`src/rtl/params_pkg.sv`:
```
// Shared widths, device ids and bus controller state encoding.
// Imported by the bus controller, its interface and the testbench.
package params_pkg;

    localparam int ADDR_W   = 16;
    localparam int DATA_W   = 16;
    localparam int NDEV_DEF = 7;
    localparam int DID_W    = 3;

    localparam logic [DID_W-1:0] DRAM   = 3'd0;
    localparam logic [DID_W-1:0] DROM   = 3'd1;
    localparam logic [DID_W-1:0] DUART  = 3'd2;
    localparam logic [DID_W-1:0] DTIMER = 3'd3;
    localparam logic [DID_W-1:0] DGPIO  = 3'd4;
    localparam logic [DID_W-1:0] DI2C   = 3'd5;
    localparam logic [DID_W-1:0] DSPI   = 3'd6;
    localparam logic [DID_W-1:0] DNON   = 3'd7;

    typedef enum logic [1:0] {
        BS_IDLE,
        BS_DEC,
        BS_ACC,
        BS_RESP
    } bus_state_t;

endpackage

```
`src/rtl/bus_ctrl_if.sv`:
```
// CPU request/response, decoder and device signals of the bus controller.
// master = bus_ctrl side, slave = CPU/decoder/device side.
interface bus_ctrl_if
    import params_pkg::*;
#(
    parameter int NDEV = NDEV_DEF
) ();

    logic                   req_valid;
    logic                   req_ready;
    logic                   req_wr;
    logic [ADDR_W-1:0]      req_addr;
    logic [DATA_W-1:0]      req_wdata;

    logic                   rsp_valid;
    logic [DATA_W-1:0]      rsp_rdata;
    logic                   rsp_err;

    logic                   dec_rd;
    logic                   dec_wr;
    logic [ADDR_W-1:0]      dec_addr;
    logic                   dec_hit;
    logic [DID_W-1:0]       dec_did;

    logic [NDEV-1:0]        dev_sel;
    logic                   dev_rd;
    logic                   dev_wr;
    logic [ADDR_W-1:0]      dev_addr;
    logic [DATA_W-1:0]      dev_wdata;
    logic [NDEV*DATA_W-1:0] dev_rdata;
    logic [NDEV-1:0]        dev_ack;

    modport master (
        input  req_valid, req_wr, req_addr, req_wdata,
        output req_ready,
        output rsp_valid, rsp_rdata, rsp_err,
        output dec_rd, dec_wr, dec_addr,
        input  dec_hit, dec_did,
        output dev_sel, dev_rd, dev_wr, dev_addr, dev_wdata,
        input  dev_rdata, dev_ack
    );

    modport slave (
        output req_valid, req_wr, req_addr, req_wdata,
        input  req_ready,
        input  rsp_valid, rsp_rdata, rsp_err,
        input  dec_rd, dec_wr, dec_addr,
        output dec_hit, dec_did,
        input  dev_sel, dev_rd, dev_wr, dev_addr, dev_wdata,
        output dev_rdata, dev_ack
    );

endinterface

```
`src/rtl/bus_watchdog.sv`:
```
// Counts access cycles without ack; expire flags the last allowed cycle.
// Used by bus_ctrl only when BUS_TIMEOUT_EN is defined.
module bus_watchdog #(
    parameter  int TIMEOUT_CYC = 16,
    localparam int CNT_W       = $clog2(TIMEOUT_CYC + 1)
) (
    input  logic clk,
    input  logic rst,
    input  logic clr,
    input  logic inc,
    output logic expire
);

    logic [CNT_W-1:0] cnt_q, cnt_d;

    always_comb begin
        cnt_d = cnt_q;
        if (clr) begin
            cnt_d = '0;
        end else if (inc) begin
            cnt_d = cnt_q + 1'b1;
        end
    end

    // Expiry is the cycle in which the TIMEOUT_CYC-th ack-less cycle completes.
    assign expire = inc && (cnt_q == CNT_W'(TIMEOUT_CYC - 1));

    always_ff @(posedge clk or posedge rst) begin
        if (rst) begin
            cnt_q <= '0;
        end else begin
            cnt_q <= cnt_d;
        end
    end

endmodule

```
`src/rtl/bus_ctrl.sv`:
```
// Single-master bus transaction controller: IDLE -> DEC -> ACC -> RESP, one request at a time.
// Optional access timeout under BUS_TIMEOUT_EN; otherwise ACC waits for the device ack.
module bus_ctrl
    import params_pkg::*;
#(
    parameter int NDEV        = NDEV_DEF,
    parameter int TIMEOUT_CYC = 16
) (
    input logic        clk,
    input logic        rst,
    bus_ctrl_if.master bus
);

    bus_state_t        state_q, state_d;
    logic              wr_q, wr_d;
    logic [ADDR_W-1:0] addr_q, addr_d;
    logic [DATA_W-1:0] wdata_q, wdata_d;
    logic [DID_W-1:0]  did_q, did_d;
    logic              dec_rd_q, dec_rd_d;
    logic              dec_wr_q, dec_wr_d;
    logic [ADDR_W-1:0] dec_addr_q, dec_addr_d;
    logic [NDEV-1:0]   dev_sel_q, dev_sel_d;
    logic              dev_rd_q, dev_rd_d;
    logic              dev_wr_q, dev_wr_d;
    logic              rsp_valid_q, rsp_valid_d;
    logic              rsp_err_q, rsp_err_d;
    logic [DATA_W-1:0] rsp_rdata_q, rsp_rdata_d;

    logic ack;
    logic expire;

    assign ack = bus.dev_ack[did_q];

`ifdef BUS_TIMEOUT_EN
    bus_watchdog #(
        .TIMEOUT_CYC (TIMEOUT_CYC)
    ) u_watchdog (
        .clk    (clk),
        .rst    (rst),
        .clr    (state_q == BS_DEC),
        .inc    ((state_q == BS_ACC) && !ack),
        .expire (expire)
    );
`else
    assign expire = 1'b0;
`endif

    always_comb begin
        state_d     = state_q;
        wr_d        = wr_q;
        addr_d      = addr_q;
        wdata_d     = wdata_q;
        did_d       = did_q;
        rsp_err_d   = rsp_err_q;
        rsp_rdata_d = rsp_rdata_q;

        case (state_q)
            BS_IDLE: begin
                if (bus.req_valid) begin
                    wr_d    = bus.req_wr;
                    addr_d  = bus.req_addr;
                    wdata_d = bus.req_wdata;
                    state_d = BS_DEC;
                end
            end
            BS_DEC: begin
                // A hit on an id beyond the device table is treated as unmapped.
                if (!bus.dec_hit || (32'(bus.dec_did) >= NDEV)) begin
                    rsp_err_d   = 1'b1;
                    rsp_rdata_d = '0;
                    state_d     = BS_RESP;
                end else begin
                    did_d   = bus.dec_did;
                    state_d = BS_ACC;
                end
            end
            BS_ACC: begin
                if (ack) begin
                    rsp_err_d   = 1'b0;
                    rsp_rdata_d = wr_q ? '0 : bus.dev_rdata[did_q*DATA_W +: DATA_W];
                    state_d     = BS_RESP;
                end else if (expire) begin
                    rsp_err_d   = 1'b1;
                    rsp_rdata_d = '0;
                    state_d     = BS_RESP;
                end
            end
            BS_RESP: begin
                state_d = BS_IDLE;
            end
            default: begin
                state_d = BS_IDLE;
            end
        endcase

        // Outputs are decoded from the next state so they are clean flops.
        dec_rd_d    = (state_d == BS_DEC) && !wr_d;
        dec_wr_d    = (state_d == BS_DEC) && wr_d;
        dec_addr_d  = (state_d == BS_DEC) ? addr_d : '0;
        dev_sel_d   = (state_d == BS_ACC) ? (NDEV'(1) << did_d) : '0;
        dev_rd_d    = (state_d == BS_ACC) && !wr_d;
        dev_wr_d    = (state_d == BS_ACC) && wr_d;
        rsp_valid_d = (state_d == BS_RESP);
    end

    always_ff @(posedge clk or posedge rst) begin
        if (rst) begin
            state_q     <= BS_IDLE;
            wr_q        <= 1'b0;
            addr_q      <= '0;
            wdata_q     <= '0;
            did_q       <= '0;
            dec_rd_q    <= 1'b0;
            dec_wr_q    <= 1'b0;
            dec_addr_q  <= '0;
            dev_sel_q   <= '0;
            dev_rd_q    <= 1'b0;
            dev_wr_q    <= 1'b0;
            rsp_valid_q <= 1'b0;
            rsp_err_q   <= 1'b0;
            rsp_rdata_q <= '0;
        end else begin
            state_q     <= state_d;
            wr_q        <= wr_d;
            addr_q      <= addr_d;
            wdata_q     <= wdata_d;
            did_q       <= did_d;
            dec_rd_q    <= dec_rd_d;
            dec_wr_q    <= dec_wr_d;
            dec_addr_q  <= dec_addr_d;
            dev_sel_q   <= dev_sel_d;
            dev_rd_q    <= dev_rd_d;
            dev_wr_q    <= dev_wr_d;
            rsp_valid_q <= rsp_valid_d;
            rsp_err_q   <= rsp_err_d;
            rsp_rdata_q <= rsp_rdata_d;
        end
    end

    assign bus.req_ready = (state_q == BS_IDLE);
    assign bus.dec_rd    = dec_rd_q;
    assign bus.dec_wr    = dec_wr_q;
    assign bus.dec_addr  = dec_addr_q;
    assign bus.dev_sel   = dev_sel_q;
    assign bus.dev_rd    = dev_rd_q;
    assign bus.dev_wr    = dev_wr_q;
    assign bus.dev_addr  = addr_q;
    assign bus.dev_wdata = wdata_q;
    assign bus.rsp_valid = rsp_valid_q;
    assign bus.rsp_err   = rsp_err_q;
    assign bus.rsp_rdata = rsp_rdata_q;

endmodule
```
`src/flat_wrapper.sv`:
```
// flat-port wrapper written by rule: the top's interface ports become plain ports
module bus_ctrl_flat import params_pkg::*;
#(
    parameter int NDEV        = NDEV_DEF,
    parameter int TIMEOUT_CYC = 16
)
  (clk, rst, bus_req_valid, bus_req_wr, bus_req_addr, bus_req_wdata, bus_req_ready, bus_rsp_valid, bus_rsp_rdata, bus_rsp_err, bus_dec_rd, bus_dec_wr, bus_dec_addr, bus_dec_hit, bus_dec_did, bus_dev_sel, bus_dev_rd, bus_dev_wr, bus_dev_addr, bus_dev_wdata, bus_dev_rdata, bus_dev_ack);
  bus_ctrl_if #(.NDEV(NDEV)) bus_i ();
  input logic clk;
  input logic rst;
  input wire logic [$bits(bus_i.req_valid)-1:0] bus_req_valid;
  input wire logic [$bits(bus_i.req_wr)-1:0] bus_req_wr;
  input wire logic [$bits(bus_i.req_addr)-1:0] bus_req_addr;
  input wire logic [$bits(bus_i.req_wdata)-1:0] bus_req_wdata;
  output wire logic [$bits(bus_i.req_ready)-1:0] bus_req_ready;
  output wire logic [$bits(bus_i.rsp_valid)-1:0] bus_rsp_valid;
  output wire logic [$bits(bus_i.rsp_rdata)-1:0] bus_rsp_rdata;
  output wire logic [$bits(bus_i.rsp_err)-1:0] bus_rsp_err;
  output wire logic [$bits(bus_i.dec_rd)-1:0] bus_dec_rd;
  output wire logic [$bits(bus_i.dec_wr)-1:0] bus_dec_wr;
  output wire logic [$bits(bus_i.dec_addr)-1:0] bus_dec_addr;
  input wire logic [$bits(bus_i.dec_hit)-1:0] bus_dec_hit;
  input wire logic [$bits(bus_i.dec_did)-1:0] bus_dec_did;
  output wire logic [$bits(bus_i.dev_sel)-1:0] bus_dev_sel;
  output wire logic [$bits(bus_i.dev_rd)-1:0] bus_dev_rd;
  output wire logic [$bits(bus_i.dev_wr)-1:0] bus_dev_wr;
  output wire logic [$bits(bus_i.dev_addr)-1:0] bus_dev_addr;
  output wire logic [$bits(bus_i.dev_wdata)-1:0] bus_dev_wdata;
  input wire logic [$bits(bus_i.dev_rdata)-1:0] bus_dev_rdata;
  input wire logic [$bits(bus_i.dev_ack)-1:0] bus_dev_ack;
  assign bus_i.req_valid = bus_req_valid;
  assign bus_i.req_wr = bus_req_wr;
  assign bus_i.req_addr = bus_req_addr;
  assign bus_i.req_wdata = bus_req_wdata;
  assign bus_req_ready = bus_i.req_ready;
  assign bus_rsp_valid = bus_i.rsp_valid;
  assign bus_rsp_rdata = bus_i.rsp_rdata;
  assign bus_rsp_err = bus_i.rsp_err;
  assign bus_dec_rd = bus_i.dec_rd;
  assign bus_dec_wr = bus_i.dec_wr;
  assign bus_dec_addr = bus_i.dec_addr;
  assign bus_i.dec_hit = bus_dec_hit;
  assign bus_i.dec_did = bus_dec_did;
  assign bus_dev_sel = bus_i.dev_sel;
  assign bus_dev_rd = bus_i.dev_rd;
  assign bus_dev_wr = bus_i.dev_wr;
  assign bus_dev_addr = bus_i.dev_addr;
  assign bus_dev_wdata = bus_i.dev_wdata;
  assign bus_i.dev_rdata = bus_dev_rdata;
  assign bus_i.dev_ack = bus_dev_ack;
  bus_ctrl #(.NDEV(NDEV), .TIMEOUT_CYC(TIMEOUT_CYC)) u_core (.clk(clk), .rst(rst), .bus(bus_i));
endmodule
```
`config.mk`:
```
export PLATFORM = sky130hd
export DESIGN_NAME = bus_ctrl_flat
export DESIGN_NICKNAME = d
export VERILOG_FILES = /design/src/rtl/params_pkg.sv /design/src/rtl/bus_ctrl_if.sv /design/src/rtl/bus_watchdog.sv /design/src/rtl/bus_ctrl.sv /design/src/flat_wrapper.sv
export SDC_FILE = /design/constraint.sdc
export NUM_CORES = 1
export LEC_CHECK = 0
export BUFFER_PORTS_ARGS = -buffer_cell sky130_fd_sc_hd__buf_2
export CAP_MARGIN = 20
export CORE_MARGIN = 2
export CORE_UTILIZATION = 47
export CTS_BUF_LIST = sky130_fd_sc_hd__clkbuf_4 sky130_fd_sc_hd__clkbuf_8
export DETAILED_ROUTE_END_ITERATION = 12
export HOLD_SLACK_MARGIN = 0.03
export PLACE_DENSITY = 0.93
export REMOVE_ABC_BUFFERS = 1
export SLEW_MARGIN = 5
export SYNTH_ARGS = -nofsm -noshare
export SYNTH_HDL_FRONTEND = slang
export SYNTH_SLANG_ARGS = --single-unit
```
`constraint.sdc`:
```
create_clock -name clk -period 3 [get_ports clk]
set_clock_uncertainty 0.1 [all_clocks]
set_input_delay 0.3 -clock clk [delete_from_list [all_inputs] [get_ports clk]]
set_output_delay 0.3 -clock clk [all_outputs]
set_load 0.02 [all_outputs]
```
=== Word-level counts from Yosys, hierarchy flattened ===
Index checks and enable logic that the tools add are counted.
W data, S select, Z words.

* Output and inout port bits: 78
* Flip-flop bits (word level): 83

* $lt $le $gt $ge: 2
* Shift-type cells: 2
* Reductions and logical operators: 11
* Equal/unequal tests: 8
* Muxes and demuxes: 21

{| class="wikitable"
|+ Operators with widths
! operator !! count
|-
| $shiftx A112 B8 Y16 || 1
|-
| $mux W16 || 6
|-
| $pmux W16 S2 || 1
|-
| $eq A2 B2 Y1 const B || 4
|-
| $pmux W2 S4 || 1
|-
| $mux W7 || 1
|-
| $shl A1 B3 Y7 const A || 1
|-
| $mux W1 || 6
|-
| $mux W3 || 2
|-
| $eq A2 B1 Y1 const B || 2
|-
| $logic_and A1 B1 Y1 || 4
|-
| $lt A3 B4 Y1 const B || 1
|-
| $mux W2 || 2
|-
| $ne A2 B1 Y1 const B || 2
|-
| $bmux W1 S3 || 1
|-
| $ge A3 B3 Y1 const B || 1
|-
| $reduce_and A3 Y1 || 1
|-
| $logic_not A1 Y1 || 2
|-
| $logic_not A2 Y1 || 1
|-
| $pmux W1 S2 || 1
|-
| $reduce_and A2 Y1 || 1
|-
| $reduce_bool A2 Y1 || 1
|-
| $logic_or A1 B1 Y1 || 1
|}

=== Depth between registers and ports, before layout ===
* Word-level depth: 6
* Depth in mapped cells: 8

=== Least setup slack after synthesis ===
No wires, ideal clock.

* Kind: reg-to-reg
* Start point: reg u_core.state_q[0]
* End point: reg u_core.dev_sel_q[0], in the netlist u_core.bus.dev_sel[0]
* Clock period less this slack: 2.002 ns
* Path buffers: 2
* Data arrival time: 1.809 ns
* Slack: 0.998 ns
* Cell stages (with the launch flop): 9
* Required time: 2.806 ns
* Library setup time: 0.094 ns
* Path through: dfrtp_1 inv_1 ha_1 nand2b_1 o22a_1 buf_2 o21ba_2 clkbuf_1 a211oi_1

* Word-level cells in the longest chain between the ends: 4
* Elaborated cells between the ends (all ways): 11
* Classes of those cells: eq/ne (4); shift (1); mux (5); reduce/logical (1)

{| class="wikitable"
|+ Ends and longest elaborated chain
! element !! RTL line !! source
|-
| from (decl) || bus_ctrl.sv:14 || <nowiki>bus_state_t state_q, state_d;</nowiki>
|-
| from (signal assigned) || bus_ctrl.sv:123 || <nowiki>state_q <= state_d;</nowiki>
|-
| $logic_not A2 Y1 || n/a ||
|-
| via bus_req_ready || flat_wrapper.sv:15 || <nowiki>output wire logic [$bits(bus_i.req_ready)-1:0] bus_req_ready;</nowiki>
|-
| $pmux W2 S4 || bus_ctrl.sv:57 || <nowiki>case (state_q)</nowiki>
|-
| $eq A2 B2 Y1 || bus_ctrl.sv:100 || <nowiki>dev_sel_d = (state_d == BS_ACC) ? (NDEV'(1) << did_d) : '0;</nowiki>
|-
| $mux W7 || bus_ctrl.sv:100 ||
|-
| via u_core.dev_sel_d[0] || bus_ctrl.sv:22 || <nowiki>logic [NDEV-1:0] dev_sel_q, dev_sel_d;</nowiki>
|-
| to (signal assigned) || bus_ctrl.sv:131 || <nowiki>dev_sel_q <= dev_sel_d;</nowiki>
|-
| to (decl) || bus_ctrl.sv:22 ||
|}

The timed path passes the listed nets, and every way through them passes these cells.
A chain may end at the register's enable or synchronous reset.

=== Final worst setup path ===
* Start point: reg u_core.state_q[0]
* End point: reg u_core.dev_sel_q[4], in the netlist u_core.bus.dev_sel[4]

* Word-level cells in the longest chain between the ends: 4
* Elaborated cells between the ends (all ways): 11
* Classes of those cells: eq/ne (4); shift (1); mux (5); reduce/logical (1)

{| class="wikitable"
|+ Ends and longest elaborated chain
! element !! RTL line
|-
| $eq A2 B2 Y1 (tied with other cells) || bus_ctrl.sv:57
|-
| $pmux W2 S4 or $mux W3 (tied branches) || bus_ctrl.sv:57
|-
| $eq A2 B2 Y1 or $shl A1 B3 Y7 (tied branches) || bus_ctrl.sv:100
|-
| $mux W7 (*) || bus_ctrl.sv:100
|-
| via u_core.dev_sel_d[4] || bus_ctrl.sv:22
|}

Mark *: on every way through the listed nets, which the timed path passes. The rest lies on a longest branch.

==> results.md <==
| Parameter | Value |
| --- | --- |
| Detail-routed via count per cell | 5.34 |
| Proportion of layout cells with a drive suffix above 1 | 0.545 |
| Layout-stage area growth over the synthesis result | 31.1% |
| Worst Min Path Start | bus_req_wdata[13] |
| Slowest library cell on the worst path | sky130_fd_sc_hd__a211o_2 |
| Number of library cell types mapped by synthesis | 44 |
| Slew Limit Fails | 0 |
| Critical path buffers and inverters | 1 |
| Largest delay share family, worst path | compound AO/OA/AOI/OAI gates |
| Post-route worst setup slack | 0.653 ns |
| Endpoint of the worst hold path | u_core.bus.dev_wdata[13] |
| Quantity of I/O buffers inserted on ports | 236 |
| Combinational power share | 0.584 |
| CTS tree | built |
| Data required time of the worst path | 3.15 ns |
| Maximum level of the CTS H-tree | 3 |
| Seq pwr share | 0.287 |
| Number of filler cells placed in the layout | 768 |
| Remaining routing DRC violations | 0 |
| Cell area after synthesis | 4540 µm² |
| Amount of wire on met2 after detailed routing | 6.56 mm |
| Yosys warnings | 0 |
| Reg2reg setup slack | 0.65 ns |
| First DRT Iteration DRCs | 129 |
| HPWL after DPL | 9.66 mm |
| Hold violation count in the final report | 0 |
| Highest routed metal layer | met4 |
| Met3 WL post-DR | 970 µm |
| Total Die Area | 10500 µm² |
| Starting density of the core | 0.489 |
| Horiz. Die Dim | 102 µm |
| Internal Dissipation | 3.35 mW |
| Final setup vio count | 0 |
| Endpoint kind of the worst setup timing path | register |
| IR drop worst, VDD | 557 µV |
| Core Footprint | 9280 µm² |
| Static leakage power | 3.05 nW |
| Global-route wire length before repair | 19.2 mm |
| Total congestion overflow | 0 |
| DRT antenna net count | 0 |
| Highest clock frequency the design can meet | 426 MHz |
| TritonCTS buffer count | 9 |
| Number of enable flip-flop cells after synthesis | 0 |
| Number of placed I/O pins | 237 |
| Share of the synthesized area in the top cell type | 0.458 |
| Clock latency on the worst-skew pair | 0.36 ns |
| Hold path depth | 2 |
| Net switching power of the design | 2.81 mW |
| R2R depth | 6 |
| Vias in the first global route | 4098 |
| Max clock buf depth | 2 |
| Slowest stage delay, CP | 0.51 ns |
| Register cell area after layout | 2080 µm² |
| Setup Crit Path Kind | register to register |
| Root buf cell | sky130_fd_sc_hd__clkbuf_8 |
| Biggest area contributors in the synthesized netlist | sky130_fd_sc_hd__dfrtp_1 46%, sky130_fd_sc_hd__mux2_2 9.7%, sky130_fd_sc_hd__mux2i_1 4.6% |
| Worst relative slew slack | 0.477 |
| Cells after synthesis | 384 |
| Maximum number of pins on one net before global-route repair | 44 |
| # clock sinks | 83 |
| FFs w/ async S/R, synth | 1.00 |
| Power density over the cells | 1030 nW/µm² |
| Max-cap violations | 0 |
| Startpoint kind of the worst setup timing path | register |
| Final nets | 770 |
| Sequential area share after synthesis | 0.458 |
| Global placer's final weighted congestion | 0.839 |
| Area of combinational cells with multiple inputs | 2200 µm² |
| Routed wire per std cell | 17.1 µm |
| Worst-margin pin slew | 0.784 ns |
| Setup Total Neg Slack | 0 ns |
| Die height | 102 µm |
| Aggregate global-route resource usage | 0.241 |
| Unrepaired setup endpoints after global routing | false |
| Routed metal-1 wirelength | 4.78 mm |
| FF+latch count, synth | 83 |
| Cell accounting for the most synthesized area | sky130_fd_sc_hd__dfrtp_1 |
| Place WS | 0.485 ns |
| Final period util | 0.782 |
| Most used DFF post-synth | sky130_fd_sc_hd__dfrtp_1 |
| Data arrival, critical path | 2.50 ns |
| Outcome | completed |
| Initial antenna violation count | 1 |
| Fraction of power spent switching nets | 0.456 |
| Worst hold-check slack | 0.0559 ns |
| Endpoint of the worst register-to-register path | u_core.bus.dev_sel[4] |
| Number of vias after detailed routing | 3965 |
| Final critical-path required period | 2.35 ns |
| Hold/Removal Path Class | input port to register |
| Clock edge transition at the registers on the reported setup and hold paths | 0.11 ns |
| Clk network pwr share | 0.129 |
| Critical-path maximum fanout | 20 |
| Synthesized area per cell | 11.8 µm² |
| Beginning of the worst register-to-register path | u_core.state_q[0] |
| Sum of routed wire length over all layers | 12.7 mm |
| Number of core rows | 35 |
| Number of iterations in the first detailed-routing pass | 4 |
| Worst-path cell chain | inv_1 -> ha_1 -> nand2b_1 -> o22a_1 -> a211o_2 -> a211oi_1 |
[flip-flops by register name (all words and copies together) (netlist names)]
name / count
u_core.bus.dec_addr: 16
u_core.bus.dev_addr: 16
u_core.bus.dev_wdata: 16
u_core.bus.rsp_rdata: 16
u_core.bus.dev_sel: 7
u_core.did_q: 3
u_core.state_q: 2
u_core.bus.dec_rd: 1
u_core.bus.dec_wr: 1
u_core.bus.dev_rd: 1
u_core.bus.dev_wr: 1
u_core.bus.rsp_err: 1
u_core.bus.rsp_valid: 1
u_core.wr_q: 1
[layer usage]
layer,vias to the layer above,global-route usage
met2,221,0.438
met1,1856,0.264
met5,-,0
met4,0,0.122
li1,1858,-
met3,30,0.0534
[what timing repair did]
item,CTS,global route
hold buffers,1,0
endpoints found under the hold margin,42,0
setup endpoints to repair,0,0
setup buffers,0,0
gates resized for setup,0,0
[Yosys cell counts, types with 2 or more instances]
| cell type | number |
|---|---|
| sky130_fd_sc_hd__a21oi_1 | 6 |
| sky130_fd_sc_hd__o21ai_0 | 18 |
| sky130_fd_sc_hd__nor2_1 | 23 |
| sky130_fd_sc_hd__o2111ai_1 | 3 |
| sky130_fd_sc_hd__nand2b_1 | 4 |
| sky130_fd_sc_hd__clkbuf_8 | 2 |
| sky130_fd_sc_hd__or2_2 | 9 |
| sky130_fd_sc_hd__inv_1 | 7 |
| sky130_fd_sc_hd__mux2i_1 | 21 |
| sky130_fd_sc_hd__mux2_4 | 9 |
| sky130_fd_sc_hd__nand2_1 | 23 |
| sky130_fd_sc_hd__a311oi_1 | 16 |
| sky130_fd_sc_hd__and2_1 | 2 |
| sky130_fd_sc_hd__buf_2 | 8 |
| sky130_fd_sc_hd__mux4_2 | 8 |
| sky130_fd_sc_hd__buf_6 | 4 |
| sky130_fd_sc_hd__buf_1 | 2 |
| sky130_fd_sc_hd__mux4_1 | 8 |
| sky130_fd_sc_hd__clkbuf_4 | 2 |
| sky130_fd_sc_hd__dfrtp_1 | 83 |
| sky130_fd_sc_hd__a21o_1 | 2 |
| sky130_fd_sc_hd__a211oi_1 | 7 |
| sky130_fd_sc_hd__nand3_1 | 37 |
| sky130_fd_sc_hd__clkbuf_1 | 11 |
| sky130_fd_sc_hd__buf_12 | 2 |
| sky130_fd_sc_hd__mux2_2 | 39 |
| sky130_fd_sc_hd__o211ai_1 | 2 |
| sky130_fd_sc_hd__or2_1 | 8 |
| sky130_fd_sc_hd__ha_1 | 3 |
[layout by cell type, fill, tap and decap left out, drive strengths merged]
cell and n:
a22oi 1, a211oi 7, a21o 2, a211o 1, nand2 23, clkinv 2
a311oi 16, o2111ai 3, and2b 2, diode 1, and2 2, ha 3
dlygate4sd3 1, nor2 23, nor3b 1, mux4 16, o21ai 18, o221ai 1
o211ai 2, mux2i 21, nand2b 4, and3 2, nand3 37, clkinvlp 3
or2 17, dfrtp 83, mux2 48, o22a 1, inv 9, o21a 1
clkbuf 9, o211a 1, a21oi 6, nand3b 1, o21ba 1, buf 245
[cell type report]
type                            count  share of cell area
Inverter                            7             0.00463
Tap cell                          129              0.0271
Multi-Input combinational cell    261               0.370
Clock inverter                      7              0.0122
Timing Repair Buffer              246               0.216
Clock buffer                        9              0.0208
Sequential cell                    83               0.349
Antenna cell                        1            0.000421
[power groups by stage]
stage / registers (mW) / logic, mW / clock network, mW
floorplan: 2.34 / 1.90 / 0
global placement: 1.76 / 3.43 / 0
detailed placement: 1.79 / 3.59 / 0
CTS: 1.77 / 3.60 / 0.810
global route: 1.82 / 3.89 / 0.858
finish: 1.77 / 3.59 / 0.792
[worst max-delay path by stage]
| stage | start | endpoint | slack, ns | cells past startpoint |
|---|---|---|---|---|
| 5_1_grt | u_core.state_q[0] | u_core.bus.dev_sel[4] | 0.53 | 6 |
| 3_3_place_gp | u_core.did_q[0] | u_core.bus.dec_addr[13] | 0.80 | 4 |
| 2_1_floorplan | u_core.did_q[0] | u_core.bus.rsp_rdata[10] | -0.03 | 4 |
| 4_1_cts | u_core.did_q[0] | u_core.bus.dec_rd | 0.47 | 4 |
| 6_report | u_core.state_q[0] | u_core.bus.dev_sel[4] | 0.65 | 6 |
| 3_5_place_dp | u_core.did_q[0] | u_core.bus.dec_rd | 0.48 | 4 |
[logic make-up (layout without fill, tap and decap cells)]
logic type / Yosys count / in the layout / synth area share
simple gates: 112 / 112 / 0.121
mux: 85 / 85 / 0.259
flops: 83 / 83 / 0.458
compound gates: 61 / 61 / 0.0963
buf+inv: 40 / 269 / 0.0579
fa+ha+maj: 3 / 3 / 0.00828
other cells: 0 / 1 / 0
[metrics by stage]
| step | cells | instance area [µm²] | utilization | power (mW) |
|---|---|---|---|---|
| finish | 743 | 5950 | 0.641 | 6.15 |
| global route | 743 | 5950 | 0.641 | 6.57 |
| CTS | 741 | 5940 | 0.640 | 6.17 |
| detailed placement | 724 | 5730 | 0.617 | 5.38 |
| global placement | 724 | 5730 | 0.617 | 5.20 |
| floorplan | 351 | 4300 | - | 4.24 |
Power figures use the tool's default switching activity.
